File: config.mk
export PLATFORM = sky130hd
export DESIGN_NAME = fetch_unit_flat
export DESIGN_NICKNAME = d
export VERILOG_FILES = /design/src/rtl/fetch_unit_if.sv /design/src/rtl/fetch_unit.sv /design/src/flat_wrapper.sv
export SDC_FILE = /design/constraint.sdc
export NUM_CORES = 1
export LEC_CHECK = 0
export ABC_AREA = 1
export CAP_MARGIN = 25
export CORE_UTILIZATION = 54
export DETAILED_ROUTE_END_ITERATION = 10
export PLACE_DENSITY = 0.9
export SLEW_MARGIN = 25
export SYNTH_ARGS = -nofsm -noshare
export SYNTH_HDL_FRONTEND = slang
export SYNTH_SLANG_ARGS = --single-unit
File: constraint.sdc
create_clock -name clk -period 6.5 [get_ports clk]
set_input_delay 0.975 -clock clk [delete_from_list [all_inputs] [get_ports clk]]
set_output_delay 0.975 -clock clk [all_outputs]
set_load 0.1 [all_outputs]
File: src/rtl/fetch_unit_if.sv
// -----------------------------------------------------------------------------
// fetch_unit_if -- instruction-memory request/response bundle.
//   imem_req  : fetch unit -> memory, request valid
//   imem_addr : fetch unit -> memory, word address of the request
//   imem_ack  : memory -> fetch unit, imem_data is valid this cycle
//   imem_data : memory -> fetch unit, returned instruction word
// master = fetch unit side, slave = memory side.
// -----------------------------------------------------------------------------
interface fetch_unit_if;
  logic        imem_req;
  logic [31:0] imem_addr;
  logic        imem_ack;
  logic [31:0] imem_data;

  modport master (output imem_req, output imem_addr, input imem_ack, input imem_data);
  modport slave  (input imem_req, input imem_addr, output imem_ack, output imem_data);
endinterface

File: src/rtl/fetch_unit.sv
// -----------------------------------------------------------------------------
// fetch_unit -- instruction fetch stage with a 2-entry {I, PC, nPC} buffer.
//   clk         : single clock, rising edge
//   reset       : synchronous, active-high
//   stall       : decode is holding; the head entry is not consumed
//   redirect    : taken branch/call/jmpl; flush the buffer and refetch
//   redirect_pc : redirect target (low two bits ignored)
//   imem        : instruction-memory port (master side of fetch_unit_if)
//   valid_out   : I_out/PC_out/nPC_out hold a valid instruction
//   I_out       : head instruction
//   PC_out      : head instruction address
//   nPC_out     : PC_out + 4
// At most one memory request is outstanding. A redirect that arrives while a
// request is still waiting for its ack moves to DROP, which keeps the old
// request on the bus until it completes and throws its data away.
// -----------------------------------------------------------------------------
module fetch_unit #(
  parameter logic [31:0] RESET_PC = 32'h0000_0000
) (
  input  logic         clk,
  input  logic         reset,
  input  logic         stall,
  input  logic         redirect,
  input  logic [31:0]  redirect_pc,
  fetch_unit_if.master imem,
  output logic         valid_out,
  output logic [31:0]  I_out,
  output logic [31:0]  PC_out,
  output logic [31:0]  nPC_out
);

  typedef enum logic {FETCH, DROP} state_t;

  typedef struct packed {
    logic [31:0] i;
    logic [31:0] pc;
    logic [31:0] npc;
  } entry_t;

  state_t      r_state,    w_state_nxt;
  logic [31:0] r_fetch_pc, w_fetch_pc_nxt;
  logic [31:0] r_redir_pc, w_redir_pc_nxt;   // pending target while in DROP
  logic [1:0]  r_count;
  entry_t      r_fifo [2];                   // r_fifo[0] is the head

  logic        w_req;
  logic        w_enq;
  logic        w_deq;
  logic [31:0] w_redir_aligned;
  logic [31:0] w_pc_plus4;
  entry_t      w_new_entry;

  assign w_redir_aligned = {redirect_pc[31:2], 2'b00};
  assign w_pc_plus4      = r_fetch_pc + 32'd4;   // wraps modulo 2^32
  assign w_new_entry     = '{i: imem.imem_data, pc: r_fetch_pc, npc: w_pc_plus4};

  assign valid_out = (r_count != 2'd0);
  assign I_out     = r_fifo[0].i;
  assign PC_out    = r_fifo[0].pc;
  assign nPC_out   = r_fifo[0].npc;

  // Redirect outranks both stall and dequeue.
  assign w_deq = valid_out && !stall && !redirect;

  assign imem.imem_req  = w_req;
  assign imem.imem_addr = r_fetch_pc;

  // NOTE: every signal driven here gets a default first so no latch is
  // inferred on paths that do not assign it.
  always_comb begin
    w_state_nxt    = r_state;
    w_fetch_pc_nxt = r_fetch_pc;
    w_redir_pc_nxt = r_redir_pc;
    w_req          = 1'b0;
    w_enq          = 1'b0;
    case (r_state)
      FETCH: begin
        // Full buffer may still request when the head leaves this cycle.
        w_req = (r_count < 2'd2) || w_deq;
        if (redirect) begin
          if (w_req && !imem.imem_ack) begin
            // Request is in flight: it must complete on the old address.
            w_state_nxt    = DROP;
            w_redir_pc_nxt = w_redir_aligned;
          end else begin
            // No request, or its data arrives now and is discarded.
            w_fetch_pc_nxt = w_redir_aligned;
          end
        end else if (w_req && imem.imem_ack) begin
          w_enq          = 1'b1;
          w_fetch_pc_nxt = w_pc_plus4;
        end
      end
      DROP: begin
        w_req = 1'b1;
        if (imem.imem_ack) begin
          w_state_nxt    = FETCH;
          w_fetch_pc_nxt = redirect ? w_redir_aligned : r_redir_pc;
        end else if (redirect) begin
          w_redir_pc_nxt = w_redir_aligned;
        end
      end
      default: w_state_nxt = FETCH;
    endcase
    // Any request (and so any ack) is ignored while reset is high.
    if (reset) begin
      w_req = 1'b0;
      w_enq = 1'b0;
    end
  end

  // NOTE: state registers use non-blocking assignments so every flop samples
  // values from before the edge, independent of statement order.
  always_ff @(posedge clk) begin
    if (reset) begin
      r_state    <= FETCH;
      r_fetch_pc <= RESET_PC;
      r_redir_pc <= '0;
    end else begin
      r_state    <= w_state_nxt;
      r_fetch_pc <= w_fetch_pc_nxt;
      r_redir_pc <= w_redir_pc_nxt;
    end
  end

  // NOTE: the buffer payloads are cleared on reset so the outputs are defined
  // zeros rather than stale data; this is cheap at two entries.
  always_ff @(posedge clk) begin
    if (reset) begin
      r_count <= 2'd0;
      for (int k = 0; k < 2; k++) r_fifo[k] <= '0;
    end else if (redirect) begin
      r_count <= 2'd0;
    end else begin
      case ({w_deq, w_enq})
        2'b10: begin
          r_fifo[0] <= r_fifo[1];
          r_count   <= r_count - 2'd1;
        end
        2'b01: begin
          // Enqueue alone only happens with count 0 or 1.
          r_fifo[r_count[0]] <= w_new_entry;
          r_count            <= r_count + 2'd1;
        end
        2'b11: begin
          if (r_count == 2'd1) begin
            r_fifo[0] <= w_new_entry;
          end else begin
            r_fifo[0] <= r_fifo[1];
            r_fifo[1] <= w_new_entry;
          end
        end
        default: ;
      endcase
    end
  end

endmodule

File: src/flat_wrapper.sv
// flat-port wrapper written by rule: the top's interface ports become plain ports
module fetch_unit_flat 
#(
  parameter logic [31:0] RESET_PC = 32'h0000_0000
)
  (clk, reset, stall, redirect, redirect_pc, valid_out, I_out, PC_out, nPC_out, imem_imem_req, imem_imem_addr, imem_imem_ack, imem_imem_data);
  fetch_unit_if imem_i ();
  input  logic clk;
  input  logic reset;
  input  logic stall;
  input  logic redirect;
  input  logic [31:0] redirect_pc;
  output logic valid_out;
  output logic [31:0] I_out;
  output logic [31:0] PC_out;
  output logic [31:0] nPC_out;
  output wire logic [$bits(imem_i.imem_req)-1:0] imem_imem_req;
  output wire logic [$bits(imem_i.imem_addr)-1:0] imem_imem_addr;
  input wire logic [$bits(imem_i.imem_ack)-1:0] imem_imem_ack;
  input wire logic [$bits(imem_i.imem_data)-1:0] imem_imem_data;
  assign imem_imem_req = imem_i.imem_req;
  assign imem_imem_addr = imem_i.imem_addr;
  assign imem_i.imem_ack = imem_imem_ack;
  assign imem_i.imem_data = imem_imem_data;
  fetch_unit #(.RESET_PC(RESET_PC)) u_core (.clk(clk), .reset(reset), .stall(stall), .redirect(redirect), .redirect_pc(redirect_pc), .imem(imem_i), .valid_out(valid_out), .I_out(I_out), .PC_out(PC_out), .nPC_out(nPC_out));
endmodule
After elaboration in Yosys (flattened, before gate mapping):

Memories as Yosys holds them, arrays and structs flattened.
Index checks and enable logic that the tools add are counted.

* bits in registers: 67
* bits in writable memories: 192
* output and inout port bits: 130
* memories: 1

* add/subtract/negate cells: 3
* magnitude comparators: 1
* equality and inequality tests: 10
* muxes and demuxes: 48
* bitwise operators: 5
* reduce and logical (&&, ||, !) cells: 14

Memory list
* u_core.r_fifo: depth 2, width 96, read ports 2, clocked after Yosys merged registers in 0, write ports 2, line fetch_unit.sv:44 `entry_t r_fifo [2];`

Operators by type and width (number)
* $mux W96: 5
* $mux W32: 8
* $pmux W32 S2: 2
* $reduce_or A96 Y1: 1
* $add A32 B3 Y32 const B: 1
* $mux W1: 30
* $ne A2 B2 Y1 const B: 3
* $reduce_and A3 Y1: 2
* $eq A2 B1 Y1 const B: 2
* $eq A2 B2 Y1 const B: 2
* $logic_and A1 B1 Y1: 4
* $or A1 B1 Y1: 4
* $pmux W1 S2: 2
* $pmux W2 S2: 1
* $reduce_bool A2 Y1: 2
* $logic_not A1 Y1: 3
* $ne A3 B2 Y1 const B: 1
* $ne A3 B3 Y1 const B: 1
* $add A2 B1 Y2 const B: 1
* $lt A2 B2 Y1 const B: 1
* $ne A2 B1 Y1 const B: 1
* $reduce_or A2 Y1: 1
* $sub A2 B1 Y2 const B: 1
* $logic_or A1 B1 Y1: 1
* $not A1 Y1: 1

Logic depth before layout (Yosys ltp):

* depth in word-level cells: 18
* mapped depth: 17
* gate-level depth less buffers: 17

Least setup slack after synthesis:

No wires, ideal clock.

* path kind: reg-to-reg
* start: reg u_core.r_count[0]
* end: mem u_core.r_fifo[0][10] (netlist bit), enable pin
* library setup time: 1125 ps
* arrival: 4249 ps
* required time: 5375 ps
* path slack: 1126 ps
* stages on the path, launching flop included: 12
* path buffers: 0
* period minus slack after synthesis: 5374 ps
* path through: dfxtp_1 inv_1 ha_1 inv_1 nand3_4 inv_2 nor2_2 nor2_1 nand3_1 ha_1 o21ai_1 nand3_1

RTL lines
* from (decl): line fetch_unit.sv:43 `logic [1:0] r_count;`
* from (signal assigned): line fetch_unit.sv:138 `r_count <= r_count - 2'd1;`
* from (signal assigned): line fetch_unit.sv:143 `r_count <= r_count + 2'd1;`
* to (decl): line fetch_unit.sv:44

Worst setup path after layout:

* start: in reset
* end: out imem_imem_req

* cells in the longest elaborated chain, start to end: 1

Ends and longest elaborated chain
* from (decl): line flat_wrapper.sv:9 `input logic reset;`
* $mux W1: line fetch_unit.sv:106 `if (reset) begin`
* to (decl): line flat_wrapper.sv:17 `output wire logic [$bits(imem_i.imem_req)-1:0] imem_imem_req;`

Every way passes these cells.

==> flow_metrics.tcl <==
set metrics [dict create \
    synth_area_leaders "edfxtp_1 46%, dfxtp_1 11%, nand2_1 7.5%" \
    core_area_um2 22000 \
    synthCells 1293 \
    drc 19 \
    vias_per_cell 5.47 \
    crit_chain "clkdlybuf4s50_1 -> clkinv_1 -> buf_4 -> nand2_1 -> inv_1 -> clkdlybuf4s50_1" \
    violations "DRC" \
    dieArea_um2 23200 \
    peakVddDrop_v 0.000174 \
    cts.sinks 255 \
    synth_top_area_share 0.464 \
    seq_area_frac_synth 0.574 \
    synthAdderAreaFrac 0.00617 \
    synthXorXnorAreaFrac 0.00575 \
    tightestPinTransition_ns 1.03 \
    postRouteAntennaNets 0 \
    async_reset_ff_frac 0 \
    fillerInstances 1678 \
    timing_hold_violations_final 0 \
    h-tree-depth 1 \
    rsz0062_at_grt "no" \
    arrival_ns 3.90 \
    clockRootBuffer "clkbuf_16" \
    wirelength_um 30900 \
    drv_cap 0 \
    maxSlewHeadroom 0.310 \
    place_congestion 0.913 \
    worst_slack_ns 1.63 \
    slowest_stage "clkdlybuf4s50_1" \
    synth_top_family_by_area "simple AND/OR/NAND/NOR gates" \
    cp_common_cell "clkdlybuf4s50_1" \
    io_pins 199 \
    yosysTopAreaCell "edfxtp_1" \
    grt_max_degree 83 \
    worstPathMaxFanout 52 \
    ctsHoldBuffers 0 \
    fmax_ghz 0.205 \
    clk_pin_slew_ns 0.06 \
    max_stage_delay_ns 1.12 \
    cp.required_ns 5.52 \
    min_path_type "reg -> reg" \
    yosysWarnings 0 \
    crit_family "buffers and inverters" \
    synth-edff-count 188 \
    cp_num_buf_inv 5 \
    start_kind "input port" \
    r2r_end "u_core.r_fifo[0][48]" \
    dpl.hpwl_um 21300 \
    grt_pass1_wl_um 48700 \
    leakage_nw 5.74 \
    die_height_um 152 \
    cts_resized 0 \
    wl_per_cell_um 17.5 \
    drt_iter0_markers 944 \
    critPathCapture "imem_imem_req" \
    grt_antenna_before_repair 0 \
    fin_tns_setup_ns 0 \
    yosys_register_bits 255 \
    r2r_slack_ns 3.09 \
    worstHoldStart "u_core.r_redir_pc[22]" \
    vias 9646 \
    synth_nets 1368 \
    status "finished with violations" \
    clock_latency_ns 0.53 \
    finalCritPeriodShare 0.750 \
    multi_input_area_um2 4310 \
    post_cts_buffers 0 \
    fin_worst_skew_ns 0.00901 \
    synth.mux.area_fraction 0 \
    crit_type "in -> out" \
    yosys.area_share.simple 0.202 \
    cts_tree "built" \
    cts_made_buffers 27 \
    grt_pass1_vias 9137 \
    gr-total-overflow 0 \
    yosysMostFrequentCell "nand2_1" \
    finalMaxSlewViolations 0 \
    final_nets 1537 \
    drt-pass1-iter-count 9 \
    grt_usage 0.264 \
    cp-startpoint "reset" \
    drive_gt1_frac 0.108 \
    initial_core_util 0.555 \
    p_per_area_nw_per_um2 269 \
    ys.flop_type "edfxtp_1" \
    synth_cell_type_count 35 \
    r2r-start "u_core.r_count[0]" \
    diodes 0 \
    finalCriticalPeriod_ns 4.87 \
    pre_cts_slack_ns 1.48 \
    synth-compound-area-share 0.137 \
    max-clock-path-buffers 3 \
    seq_area_um2 6990 \
    floorplan.die.width_um 152 \
    r2r_cells 16 \
    setup_violations 0 \
    synth_area_per_cell_um2 9.42 \
    placementRows 54 \
    worstSetupEndpointType "output port" \
    crit_cells 6 \
    synth.cell_area_um2 12200 \
    area_growth_syn_to_layout_pct 24.2 \
    io_buffers 196 \
    synth_common_cells "243 x nand2_1, 234 x nor2_1, 188 x edfxtp_1, 132 x inv_1, 79 x nand3_1" \
]
-- worst min path at each step --
stage | endpoint | slack [ns] | cells past startpoint
final | u_core.r_redir_pc[22] | 0.45 | 2
after global routing | u_core.r_redir_pc[1] | 0.47 | 2
after CTS | u_core.r_redir_pc[22] | 0.45 | 2
after detailed placement | u_core.r_redir_pc[17] | 0.44 | 2
after global placement | u_core.r_redir_pc[15] | 0.43 | 2
after floorplan | u_core.r_redir_pc[15] | 0.42 | 2
-- layout make-up --
cell class                 count  area share
clock inverter                14     0.00670
tap                          280      0.0232
inverter                     139      0.0346
multi-input combinational    829       0.285
sequential                   255       0.462
clock buffer                  36      0.0496
timing repair buffer         210       0.139
-- power by group --
| part | internal, W | switching, W |
|---|---|---|
| Sequential | 0.00182 | 0.0000489 |
| Combinational | 0.000170 | 0.000550 |
| Clock | 0.000848 | 0.000630 |
-- cells in the final DEF, fill, tap and decap left out, types with 11 or more instances in the layout --
cell and instances:
clkbuf_16 27, nand3_1 77, buf_4 11, a211oi_2 64
clkdlybuf4s50_1 196, inv_1 131, edfxtp_1 188, nor2_1 234
o21ai_0 61, nand2_1 242, a21oi_1 72, a22o_1 11
dfxtp_1 67
-- state kept, by name, summed over array words and instances, names as in the netlist --
register	cells
u_core.r_state	1
u_core.imem.imem_addr	32
u_core.r_count	2
u_core.r_redir_pc	32
u_core.r_fifo	188
-- metrics by stage --
step / instances / instance area, µm² / total power [W] / util / hold slack (ns)
after floorplan: 1293 / 12200 / 0.00242 / - / 0.425
after global placement: 1713 / 14300 / 0.00260 / 0.650 / 0.435
after detailed placement: 1713 / 14300 / 0.00262 / 0.650 / 0.441
after CTS: 1763 / 15100 / 0.00408 / 0.689 / 0.452
after global routing: 1763 / 15100 / 0.00420 / 0.689 / 0.474
final: 1763 / 15100 / 0.00407 / 0.689 / 0.452
-- metal layers --
layer	track usage	wire, µm
met5	0	0
met1	0.369	13100
met2	0.435	14600
met3	0.0466	2620
met4	0.0549	469
-- worst register-to-register path: cells and delay by family, from the launching register on --
kind | cells | cell delay (ns)
adder cells (fa/ha/maj) | 2 | 0.43
flip-flops | 1 | 0.35
buffers and inverters | 7 | 1.41
AO/OA/AOI/OAI | 1 | 0.37
AND/OR/NAND/NOR | 6 | 0.65
-- cells by family (layout without fill, tap and decap cells) --
group           Yosys count  count (layout)
simple gates            592             592
flops                   255             255
compound gates          223             223
buf+inv                 209             399
xor+xnor                  8               8
fa+ha+maj                 6               6
Power figures use the tool's default switching activity.
